$ cat src/rtl/dp_ram_fifo_ctrl.sv
// FIFO controller driving an external dual-port RAM with registered read.
// Presents a first-word-fall-through pop interface by prefetching the head word.
module dp_ram_fifo_ctrl #(
  parameter int ram_width = 8,
  parameter int addr_size = 4,
  parameter int ram_depth = 16
) (
  input  logic                 clk,
  input  logic                 reset,
  input  logic                 push,
  input  logic [ram_width-1:0] push_data,
  output logic                 full,
  output logic                 pop_valid,
  input  logic                 pop_ready,
  output logic [ram_width-1:0] pop_data,
  output logic [addr_size:0]   level,
  output logic                 ram_write_en,
  output logic [addr_size-1:0] ram_wr_addr,
  output logic [ram_width-1:0] ram_data_in,
  output logic                 ram_read_en,
  output logic [addr_size-1:0] ram_rd_addr,
  input  logic [ram_width-1:0] ram_data_out
);

  localparam logic [addr_size-1:0] last_addr = addr_size'(ram_depth - 1);
  localparam logic [addr_size:0]   depth_cnt = (addr_size + 1)'(ram_depth);

  logic [addr_size-1:0] wr_ptr;
  logic [addr_size-1:0] rd_ptr;
  logic [addr_size:0]   mem_count;
  logic                 pop_valid_q;
  logic                 push_ok;
  logic                 rd_issue;

  // Pop handshake: a word moves when pop_valid & pop_ready on a rising edge.
  // pop_data must stay stable while pop_valid & !pop_ready; holding off
  // read issue keeps the RAM output register frozen in that case.
  assign full      = (mem_count == depth_cnt);
  assign push_ok   = push & ~full & ~reset;
  assign rd_issue  = (mem_count != '0) & (~pop_valid_q | pop_ready) & ~reset;

  assign ram_write_en = push_ok;
  assign ram_wr_addr  = wr_ptr;
  assign ram_data_in  = push_data;
  assign ram_read_en  = rd_issue;
  assign ram_rd_addr  = rd_ptr;

  assign pop_valid = pop_valid_q;
  assign pop_data  = ram_data_out;
  assign level     = mem_count + {{addr_size{1'b0}}, pop_valid_q};

  always_ff @(posedge clk) begin
    if (reset) begin
      wr_ptr      <= '0;
      rd_ptr      <= '0;
      mem_count   <= '0;
      pop_valid_q <= 1'b0;
    end else begin
      if (push_ok)
        wr_ptr <= (wr_ptr == last_addr) ? '0 : wr_ptr + 1'b1;
      if (rd_issue)
        rd_ptr <= (rd_ptr == last_addr) ? '0 : rd_ptr + 1'b1;
      case ({push_ok, rd_issue})
        2'b10:   mem_count <= mem_count + 1'b1;
        2'b01:   mem_count <= mem_count - 1'b1;
        default: mem_count <= mem_count;
      endcase
      if (rd_issue)
        pop_valid_q <= 1'b1;
      else if (pop_ready)
        pop_valid_q <= 1'b0;
    end
  end

endmodule

$ cat config.mk
export PLATFORM = sky130hd
export DESIGN_NAME = dp_ram_fifo_ctrl
export DESIGN_NICKNAME = d
export VERILOG_FILES = /design/src/rtl/dp_ram_fifo_ctrl.sv
export SDC_FILE = /design/constraint.sdc
export NUM_CORES = 1
export LEC_CHECK = 0
export ABC_AREA = 1
export BUFFER_PORTS_ARGS = -buffer_cell sky130_fd_sc_hd__buf_2
export CAP_MARGIN = 10
export CORE_MARGIN = 5
export CORE_UTILIZATION = 45
export CTS_CLUSTER_DIAMETER = 60
export DETAILED_ROUTE_END_ITERATION = 6
export HOLD_SLACK_MARGIN = 0.12
export PLACE_DENSITY = 0.79
export RECOVER_POWER = 100
export SYNTH_ARGS = -nofsm -noshare
export SYNTH_HDL_FRONTEND = slang
export SYNTH_SLANG_ARGS = --single-unit
$ cat constraint.sdc
create_clock -name clk -period 2.8 [get_ports clk]
set_input_delay 0.42 -clock clk [delete_from_list [all_inputs] [get_ports clk]]
set_output_delay 0.42 -clock clk [all_outputs]
set_load 0.03 [all_outputs]
==> impl_metrics.csv <==
group,metric,value,unit
timing,rsz0062_at_grt,"false",
hold_path,worstHoldStart,"push",
power_and_ir_drop,powerDensity,1090,nW/um2
logic_synthesis,synth_warnings,0,
worst_setup_path,rrSetupSlack,0.42,ns
clock_network,clockRootBuffer,"clkbuf_4",
detailed_routing,drtIter0Drc,15,
logic_synthesis,synth_commonest_cells,"nand2_1, buf_4, inv_1, nand3_1, dfxtp_1",
final_layout,drive_above_1_share,11.5,%
final_layout,area_delta_synth_final,-1.66,%
worst_setup_path,crit_start,"mem_count[2]",
clock_network,cts.repair.resized,0,
logic_synthesis,ys_ff_latch,14,
logic_synthesis,seq_area_frac_synth,26.5,%
detailed_routing,ant_nets,0,
global_routing,grt_use_met1,14.1,%
placed_design,place_inst,172,
logic_synthesis,synth_edf_count,0,
timing,drv_slew,0,
hold_path,hold_path_end,"ram_wr_addr[3]",
worst_setup_path,crit_arrival,2.59,ns
flow_run,cap_violations,0,
final_layout,fin_cells,176,
outcome,status,"completed",
global_routing,grt-busiest-layer,"met2",
floorplanning,die_y,58.4,um
global_routing,grt_use_total,13.8,%
clock_network,cts_buffers,3,
floorplanning,die_w,58.4,um
global_routing,grt_pass1_vias,918,
timing,hold_ws,0.447,ns
placed_design,port-buffer-count,20,
final_layout,diodes,0,
global_routing,use_met2,24.6,%
power_and_ir_drop,peakVddDrop,552,uV
clock_network,cts_setup_buffers,0,
timing,skew,0.00704,ns
power_and_ir_drop,clkPwrFrac,12.7,%
detailed_routing,vias,898,
global_routing,grtUsageMet3,4.17,%
worst_setup_path,r2r_end,"mem_count[4]",
power_and_ir_drop,p_leak,0.522,nW
detailed_routing,routed_wl,2220,um
logic_synthesis,ys.flop_type,"dfxtp_1",
logic_synthesis,synth_area_leaders,"dfxtp_1, buf_4, ha_1",
floorplanning,ios,53,
floorplanning,core_region_area,2230,um2
power_and_ir_drop,p_sw,603,uW
floorplanning,std_cell_rows,17,
power_and_ir_drop,pwr-share-seq,28.5,%
timing,fmax,0.421,GHz
timing,setup_viol,0,
final_layout,fillCellCount,259,
final_layout,fin_util,46.5,%
placed_design,place_congestion,0.772,
power_and_ir_drop,total_power,1.13,mW
worst_setup_path,timing.rr.start,"mem_count[2]",
power_and_ir_drop,p_int,531,uW
worst_setup_path,ff2ff_path_depth,15,
logic_synthesis,synth_top_area_share,26.5,%
detailed_routing,vias_per_cell,5.10,
floorplanning,floorplan.initialDensity,47.3,%
worst_setup_path,worst-setup-path-type,"register to register",
timing,setup_tns,0,ns
global_routing,overflow,0,
global_routing,grt_pass1_wl,3730,um
worst_setup_path,crit_path_start_kind,"register",
timing,slew_headroom,74.2,%
timing,worst_pin_slew,0.389,ns
detailed_routing,wl_per_cell,12.6,um
clock_network,clk_pin_slew,0.09,ns
power_and_ir_drop,combPwrFrac,58.8,%
clock_network,clkLatencyLatePin,0.28,ns
logic_synthesis,synth.avg_cell_area,7.49,um2
logic_synthesis,synth_fp_nets,170,
worst_setup_path,cp-end-kind,"register",
worst_setup_path,cp_max_fo,6,
detailed_routing,drc,0,
final_layout,regArea,280,um2
logic_synthesis,async_reset_ff_share,0,%
clock_network,cts_sinks,14,
power_and_ir_drop,swShare,53.2,%
logic_synthesis,synth_area,1060,um2
global_routing,grt_max_degree,10,
hold_path,worstHoldPathType,"input pin to register",
logic_synthesis,ys_types,25,
timing,hold_viol,0,
final_layout,nNetsFinal,178,
final_layout,multi_input_area,531,um2
hold_path,holdPathStages,3,
timing,fin_crit,2.38,ns
global_routing,antenna_found_initial,0,
clock_network,clock_path_buffers,2,
clock_network,tritoncts,"yes",
logic_synthesis,yosysTopAreaCell,"dfxtp_1",
logic_synthesis,synth.most_common_cell,"nand2_1",
logic_synthesis,synthCells,141,
clock_network,h-tree-depth,1,
clock_network,postCtsHoldBufs,0,
detailed_routing,first_pass_iters,4,
floorplanning,design.die.area,3420,um2
worst_setup_path,worstPathRequired,3.01,ns
timing,fin_crit_sh,84.8,%
placed_design,hpwl,1780,um
==> state kept, by name (all words and copies together) (netlist names) <==
name,cells
pop_valid,1
ram_rd_addr,4
ram_wr_addr,4
mem_count,5
==> worst max path at each step <==
stage,endpoint
floorplan,mem_count[3]
detailed placement,mem_count[4]
CTS,mem_count[4]
global route,mem_count[4]
finish,mem_count[4]
global placement,mem_count[4]
==> power by group through the flow <==
stage	clock network, mW	logic [mW]	registers [mW]
after global placement	0	0.693	0.324
after CTS	0.150	0.725	0.323
after detailed placement	0	0.717	0.327
after floorplan	0	0.554	0.369
after global routing	0.159	0.747	0.330
final	0.144	0.666	0.323
==> worst max-delay path: stages (launching register included) <==
cell and delay, ns:
dfxtp_1 0.39, nor2_2 0.13, nand4_1 0.16, nand2_1 0.23
nor2_4 0.07, inv_1 0.06, ha_1 0.25, inv_1 0.09
fa_1 0.41, inv_1 0.07, nand2_1 0.04, nand2_1 0.08
nand3_1 0.08, nand2_1 0.07, nand2_1 0.04, a21oi_1 0.13
==> layout by cell type (no fill, tap or decap), drive strengths merged <==
cell     n
xnor2    2
xor2     4
nor2    13
clkbuf  21
a21oi    7
nand3   17
fa       1
or2      1
dfxtp   14
nand2   28
buf      3
ha       8
o21ai    7
clkinv   1
nand4    2
inv     19
==> stage by stage <==
| stage | instance area, um2 | setup WS [ns] |
|---|---|---|
| CTS | 1090 | 0.477 |
| global route | 1040 | 0.192 |
| global placement | 1060 | 0.563 |
| detailed placement | 1060 | 0.470 |
| finish | 1040 | 0.425 |
| floorplan | 1060 | 0.649 |
==> layout make-up <==
class	count	area share (%)
timing repair buffer	20	7.59
multi-input combinational	90	51.1
tap	28	3.37
sequential	14	27.0
clock buffer	4	3.49
inverter	20	7.47
==> routing by layer <==
metal  vias to the layer above  wire (um)
li1                        450          -
met1                       414        849
met2                        22       1140
met3                        12        171
met4                         0         56
met5                         -          0
==> kinds of logic after synthesis <==
logic type	count (synthesis)	synth area share (%)
XOR/XNOR	6	4.98
AO/OA/AOI/OAI	14	6.99
buffers and inverters	37	20.0
flip-flops	14	26.5
AND/OR/NAND/NOR	61	30.1
adder cells (fa/ha/maj)	9	11.4
No activity file was read; power rests on OpenSTA's default activity.
